File: src/rtl/riscv_pkg.sv
// Shared RISC-V core definitions used by the write-back / register-file slice.
// Contents: datapath width, register-address width, the hard-wired zero register,
// retired-instruction counter width, and the write-port request struct that
// connects the write-back wrapper to the storage array.
package riscv_pkg;

    localparam int XLEN       = 32;
    localparam int REG_ADDR_W = 5;
    localparam logic [REG_ADDR_W-1:0] REG_ZERO = 5'd0;
    localparam int CNT_W      = 64;

    // One register-file write request, already qualified by the wrapper.
    typedef struct packed {
        logic                  en;
        logic [REG_ADDR_W-1:0] addr;
        logic [XLEN-1:0]       data;
    } wbReq_t;

endpackage

File: src/rtl/regfile_2r1w.sv
// regfile_2r1w: architectural register storage, 2 combinational reads, 1 write.
// Ports:
//   clk, reset        rising-edge clock, async active-high reset (clears every entry)
//   wrReq             qualified write request (en/addr/data), committed on posedge clk
//   readAddr1/2       read addresses
//   readData1/2       raw stored values (no bypass, no x0 masking beyond storage)
// Entry 0 is never written so it stays at its reset value of zero.
module regfile_2r1w
    import riscv_pkg::*;
#(
    parameter int NREGS = 32
) (
    input  logic                  clk,
    input  logic                  reset,
    input  wbReq_t                wrReq,
    input  logic [REG_ADDR_W-1:0] readAddr1,
    input  logic [REG_ADDR_W-1:0] readAddr2,
    output logic [XLEN-1:0]       readData1,
    output logic [XLEN-1:0]       readData2
);

    logic [XLEN-1:0] regs [NREGS];

    always_ff @(posedge clk or posedge reset) begin
        if (reset) begin
            for (int i = 0; i < NREGS; i++) regs[i] <= '0;
        end else if (wrReq.en && wrReq.addr != REG_ZERO) begin
            regs[wrReq.addr] <= wrReq.data;
        end
    end

    assign readData1 = regs[readAddr1];
    assign readData2 = regs[readAddr2];

endmodule

File: src/rtl/wb_regfile.sv
// wb_regfile: write-back stage plus architectural register file.
// Selects the write-back value, commits it to x1..x31, serves two decode read
// ports with same-cycle write-through bypass, drives the WB forwarding bus and
// keeps a retired-instruction counter.
// Ports:
//   clk, reset                    clock, async active-high reset
//   stall                         WB hold: no commit, no count
//   instrValidIn                  MEM/WB slot holds a real instruction
//   memToRegIn, regWriteIn        write-back source select / rd write request
//   dataMemoryIn, aluIn           load data / ALU result
//   regWriteAdressIn              rd
//   readAddr1/2, readData1/2      decode read ports (combinational, bypassed)
//   wbData, wbAddr, wbEnable      forwarding bus (combinational)
//   instretOut                    retired-instruction count (registered)
module wb_regfile
    import riscv_pkg::*;
#(
    parameter int NREGS   = 32,
    parameter int CNTW    = CNT_W
) (
    input  logic                  clk,
    input  logic                  reset,
    input  logic                  stall,
    input  logic                  instrValidIn,
    input  logic                  memToRegIn,
    input  logic                  regWriteIn,
    input  logic [XLEN-1:0]       dataMemoryIn,
    input  logic [XLEN-1:0]       aluIn,
    input  logic [REG_ADDR_W-1:0] regWriteAdressIn,
    input  logic [REG_ADDR_W-1:0] readAddr1,
    input  logic [REG_ADDR_W-1:0] readAddr2,
    output logic [XLEN-1:0]       readData1,
    output logic [XLEN-1:0]       readData2,
    output logic [XLEN-1:0]       wbData,
    output logic [REG_ADDR_W-1:0] wbAddr,
    output logic                  wbEnable,
    output logic [CNTW-1:0]       instretOut
);

    wbReq_t          wrReq;
    logic [XLEN-1:0] rfData1;
    logic [XLEN-1:0] rfData2;
    logic            retire;

    assign wbData = memToRegIn ? dataMemoryIn : aluIn;
    assign wbAddr = regWriteAdressIn;

    // Reset is folded in so nothing downstream forwards a write that the
    // storage array will never see.
    assign wbEnable = regWriteIn & instrValidIn & ~stall & ~reset
                      & (regWriteAdressIn != REG_ZERO);

    assign wrReq = '{en: wbEnable, addr: wbAddr, data: wbData};

    regfile_2r1w #(.NREGS(NREGS)) uRegfile (
        .clk       (clk),
        .reset     (reset),
        .wrReq     (wrReq),
        .readAddr1 (readAddr1),
        .readAddr2 (readAddr2),
        .readData1 (rfData1),
        .readData2 (rfData2)
    );

    // x0 masking wins over bypass; wbEnable already excludes rd == x0, the
    // explicit check keeps the read path independent of that qualification.
    always_comb begin
        readData1 = rfData1;
        if (readAddr1 == REG_ZERO)
            readData1 = '0;
        else if (wbEnable && readAddr1 == wbAddr)
            readData1 = wbData;
    end

    always_comb begin
        readData2 = rfData2;
        if (readAddr2 == REG_ZERO)
            readData2 = '0;
        else if (wbEnable && readAddr2 == wbAddr)
            readData2 = wbData;
    end

    // Stalls hold MEM/WB upstream, so counting only on non-stalled valid
    // cycles retires each instruction exactly once. Stores/branches count too.
    assign retire = instrValidIn & ~stall;

    always_ff @(posedge clk or posedge reset) begin
        if (reset)
            instretOut <= '0;
        else if (retire)
            instretOut <= instretOut + 1'b1;
    end

endmodule
File: config.mk
export PLATFORM = sky130hd
export DESIGN_NAME = wb_regfile
export DESIGN_NICKNAME = d
export VERILOG_FILES = /design/src/rtl/riscv_pkg.sv /design/src/rtl/regfile_2r1w.sv /design/src/rtl/wb_regfile.sv
export SDC_FILE = /design/constraint.sdc
export NUM_CORES = 2
export LEC_CHECK = 0
export CELL_PAD_IN_SITES_DETAIL_PLACEMENT = 1
export CELL_PAD_IN_SITES_GLOBAL_PLACEMENT = 1
export CORE_MARGIN = 4
export CORE_UTILIZATION = 30
export DETAILED_ROUTE_END_ITERATION = 6
export PLACE_DENSITY = 0.62
export SLEW_MARGIN = 20
export SYNTH_ARGS = -nofsm -noshare
export SYNTH_HDL_FRONTEND = slang
export SYNTH_HIERARCHICAL = 1
export SYNTH_SLANG_ARGS = --single-unit
File: constraint.sdc
create_clock -name clk -period 54.8 [get_ports clk]
set_input_delay 10.96 -clock clk [delete_from_list [all_inputs] [get_ports clk]]
set_output_delay 10.96 -clock clk [all_outputs]
set_load 0.005 [all_outputs]
---- Word level (Yosys, flattened, before mapping) ----
Index checks and enable logic that the tools add are counted.
word-level totals
  register bits ........................... 1088
  latch bits .............................. 0
  RAM bits ................................ 0
  memory bits (read-only) ................. 0
  output and inout bits ................... 166
  memories ................................ 0
cells by class
  add/subtract/negate cells ............... 1
  $mul .................................... 0
  divide/modulo/power cells ............... 0
  order comparisons ....................... 4
  eq/ne operators ......................... 2
  shift-type cells ........................ 0
  muxes and demuxes ....................... 14
  bitwise operators ....................... 10
  reductions and logical operators ........ 7
operators with widths
  cell                                                         count
  bitwise mux 1024 bit                                         1
  binary-select mux 32 bit (select 5 bit)                      2
  2-to-1 mux 32 bit                                            10
  demux 32 bit (select 5 bit)                                  1
  adder 64 x 1 -> 64 bit (second input constant)               1
  >= comparator 6 bit (second input constant)                  3
  inverter 5 -> 6 bit                                          3
  equality test 5 bit                                          2
  logical NOT 5 bit                                            2
  less-than comparator 6 x 1 -> 1 bit (second input constant)  1
  bitwise AND 1 bit                                            5
  nonzero test 5 bit                                           1
  logical AND 1 bit                                            4
  inverter 1 bit                                               2

---- Logic depth before layout (Yosys ltp) ----
  depth in word-level cells ............... 7
  depth in mapped cells ................... 10
  mapped depth without buffers ............ 7

---- Hierarchy ----
The synthesis kept the hierarchy.
modules (own cells, without submodules)
  module        instances  cells each  area an instance (µm²)  sequential area each (µm²)
  regfile_2r1w  1          4602        55939.9                 25624.6
  wb_regfile    1          480         4479.3                  1601.5

---- Worst setup path after synthesis ----
OpenSTA, ideal clock, no wires.
  kind .................................... input-to-output
  start point ............................. input stall
  end point ............................... output readData1[10]
  arrival time ............................ 12599 ps
  required time ........................... 43840 ps
  path slack .............................. 31241 ps
  cell stages on the path ................. 6
  path buffers ............................ 1
  cell sequence ........................... nor4bb_1 -> o21ai_0 -> nor4_1 -> buf_2 -> mux2i_1 -> nor2_1
between the ends
  longest elaborated chain between the ends .. 7
ends and longest elaborated chain
  what                             RTL line          RTL
  start, declared                  wb_regfile.sv:23  input logic stall,
  inverter 1 bit                   wb_regfile.sv:50  assign wbEnable = regWriteIn & instrValidIn & ~stall & ~reset
  bitwise AND 1 bit (2 in series)  wb_regfile.sv:50
  bitwise AND 1 bit                wb_regfile.sv:51  & (regWriteAdressIn != REG_ZERO);
  logical AND 1 bit                wb_regfile.sv:71  else if (wbEnable && readAddr1 == wbAddr)
  2-to-1 mux 32 bit                wb_regfile.sv:71
  2-to-1 mux 32 bit                wb_regfile.sv:69  if (readAddr1 == REG_ZERO)
  end, declared                    wb_regfile.sv:32  output logic [XLEN-1:0] readData1,
No other way between the ends.

---- Worst setup path in the final report ----
  start point ............................. input readAddr1[1]
  end point ............................... output readData1[21]
between the ends
  longest elaborated chain between the ends .. 6
  elaborated cells between the ends (all ways) .. 9
  classes of those cells .................. eq/ne (1); mux (5); bitwise (1); reduce/logical (2)
ends and longest elaborated chain
  what                                                   RTL line            RTL
  start, declared                                        wb_regfile.sv:30    input logic [REG_ADDR_W-1:0] readAddr1,
  inverter 5 -> 6 bit (implied by the code)              regfile_2r1w.sv:32  assign readData1 = regs[readAddr1];
  binary-select mux 32 bit (select 5 bit)                regfile_2r1w.sv:32
  2-to-1 mux 32 bit (implied by the code) (2 in series)  regfile_2r1w.sv:32
  net rfData1[21]                                        wb_regfile.sv:41    logic [XLEN-1:0] rfData1;
  2-to-1 mux 32 bit                                      wb_regfile.sv:71
  2-to-1 mux 32 bit                                      wb_regfile.sv:69
The timed path passes the listed nets, and every way through them passes these cells. The select of a mux whose other input is x is not followed.

==> impl_metrics.tcl <==
set metrics [dict create \
    outcome "finished clean" \
    cts_max_level 3 \
    drt-initial-drc-count 3124 \
    coreArea_sq_um 200000 \
    power.switching_uw 538 \
    cts_root_buf "clkbuf_16" \
    clock_sinks 1088 \
    grt_pass1_vias 45500 \
    die_y_um 457 \
    startpoint "readAddr1[1]" \
    avgSynthCellArea_sq_um 11.9 \
    netlist_top_cells_area "dfrtp_1 45%, mux2_2 18%, mux2i_1 18%" \
    grt_first_pass_wirelength_um 323000 \
    max_freq_mhz 36.6 \
    end_kind "output port" \
    timing.rr.end "instretOut[32]$_DFFE_PP0P_" \
    fin_crit_sh 0.498 \
    synth_top_area_frac 0.451 \
    clock_latency_ps 750 \
    dieArea_sq_um 209000 \
    place_area_sq_um 64600 \
    path_cells "buf_8 > buf_4 > buf_4 > buf_4 > mux2i_1 > a22o_1 > nor3_1 > a31oi_1 > nand3_1 > mux2i_1 > nor2_1 > clkdlybuf4s50_1" \
    netSwitchingFraction 0.273 \
    synth_edf_count 0 \
    initial_utilization 0.302 \
    p_leak_uw 0.0327 \
    drv_slew 0 \
    wl_per_cell_um 28.6 \
    async_reset_ff_frac 1.00 \
    syn_area_sq_um 60400 \
    drtAntennaViolNets 0 \
    io_buffers 250 \
    via_per_inst 5.52 \
    synth_cell_type_count 45 \
    cts_resized 0 \
    min_path_type "reg -> reg" \
    first_pass_iters 5 \
    path_depth 12 \
    crit_family "buffers and inverters" \
    p_clk_frac 0.423 \
    rows 164 \
    seq_power_share 0.443 \
    grt-ovfl-total 0 \
    cp.arrival_ps 16330 \
    grtUsageTotal 0.206 \
    gp_congestion 0.779 \
    antenna_found_initial 4 \
    ys_seq_elements 1088 \
    nets 5145 \
    ys.flop_type "dfrtp_1" \
    ys.warnings.count 6 \
    path_clk_slew_ps 60 \
    cap_violations 0 \
    area_delta_synth_final_pct 13.6 \
    critPathBufInv 5 \
    design_area_sq_um 68600 \
    required_ps 43840 \
    layout_common_cells "1088 x mux2i_1, 1088 x dfrtp_1, 987 x mux2_2" \
    cp_slowest_cell "buf_4" \
    grt_max_degree 165 \
    dp_hpwl_um 126000 \
    post_cts_buffers 0 \
    final_util 0.343 \
    worstRegToRegCells 6 \
    cts_hold_buf 0 \
    r2r_setup_slack_ps 52000 \
    drc 0 \
    vias 43100 \
    synth.net_count 5168 \
    cpMostUsedCell "buf_4" \
    post-synth-top-area-cell "dfrtp_1" \
    synth_seq_area_share 0.451 \
    max_slew.worst_pin.slew_ps 1170 \
    hold_viol_final 0 \
    tns_ps 0 \
    drive_above_1_share 0.262 \
    finalSetupViolCount 0 \
    slew_headroom 0.217 \
    reg2reg_from "instretOut[0]$_DFFE_PP0P_" \
    powerDensity_nw_per_um2 28.7 \
    cts_tree "yes" \
    internal_power_uw 1430 \
    comb_power_share 0.134 \
    period_needed_ps 27290 \
    slowest_delay_ps 900 \
    holdWs_ps 400 \
    worstSetupStartpointType "primary input" \
    die_w_um 457 \
    finClkSkew_ps 8.83 \
    ioPinCount 251 \
    synthCells 5082 \
    critical_path_class "in -> out" \
    cts_buffers 118 \
    clock_path_buffers 3 \
    worst-path-max-fanout 96 \
    endpoint "readData1[21]" \
    grt_setup_unrepaired "no" \
    ir_drop_mv 0.0260 \
    wirelength_um 223000 \
]
kinds of logic after synthesis:
family	share of synthesized area
muxes	0.371
DFF	0.451
adders and majority gates	0.000207
xor gates and xnor gates	0.0106
AOI/OAI and AO/OA	0.0650
and+or+nand+nor	0.0580
buffers and inverters	0.0443
per-layer routing:
| metal | GRT usage | routed length, um | share of wire | up-vias |
|---|---|---|---|---|
| met5 | 0 | 0 | 0 | - |
| met4 | 0.0687 | 8100 | 0.036 | 0 |
| met3 | 0.0284 | 9380 | 0.042 | 348 |
| met2 | 0.345 | 105000 | 0.47 | 993 |
| met1 | 0.274 | 100000 | 0.45 | 23200 |
| li1 | - | - | - | 18600 |
Yosys cell counts, drive strengths merged, types with 5 or more instances:
master and n:
a21oi 192, a22o 128, a22oi 192, a31oi 64, buf 259, clkbuf 239, dfrtp 1088, inv 11
mux2 1025, mux2i 1088, nand2 235, nand2b 5, nand3 209, nand3b 5, nand4 26, nor2 107
nor3 81, nor3b 5, nor4 16, or4 5, xnor2 35, xor2 38
metrics by stage:
step	worst slack (ps)	cells	power [uW]
after global placement	27610	7594	1140
after global routing	27260	7810	2050
after CTS	27560	7808	1990
after floorplan	15020	5082	1050
final	27510	7811	1970
after detailed placement	27560	7594	1150
how the worst min path moves through the flow:
stage / slack (ps) / start / end / cells past startpoint
after floorplan: 450 / uRegfile/regs[1000]$_DFFE_PP0P_ / uRegfile/regs[1000]$_DFFE_PP0P_ / 1
after global placement: 380 / uRegfile/regs[995]$_DFFE_PP0P_ / uRegfile/regs[995]$_DFFE_PP0P_ / 0
after detailed placement: 390 / uRegfile/regs[999]$_DFFE_PP0P_ / uRegfile/regs[999]$_DFFE_PP0P_ / 0
after CTS: 400 / uRegfile/regs[996]$_DFFE_PP0P_ / uRegfile/regs[996]$_DFFE_PP0P_ / 0
after global routing: 420 / uRegfile/regs[1017]$_DFFE_PP0P_ / uRegfile/regs[1017]$_DFFE_PP0P_ / 0
final: 400 / uRegfile/regs[996]$_DFFE_PP0P_ / uRegfile/regs[996]$_DFFE_PP0P_ / 0
flip-flops by register name, indices dropped and copies added, names as in the netlist:
register       count
uRegfile/regs   1024
instretOut        64
power by group through the flow:
stage	Clock [uW]	Sequential, uW	Combinational (uW)
2_1_floorplan	0	879	169
5_1_grt	887	877	283
3_3_place_gp	0	883	261
4_1_cts	854	872	266
6_report	833	873	264
3_5_place_dp	0	886	265
cell type report:
type,instances,area [sq um]
diodes,2,5.00
clock buffers,171,3460
clock inverters,43,534
fillers,21500,131000
inverters,11,48.8
multi-input cells,3485,30600
flip-flops and latches,1088,27200
well taps,2656,3320
repair buffers,355,3390
No activity file was read; power rests on OpenSTA's default activity.
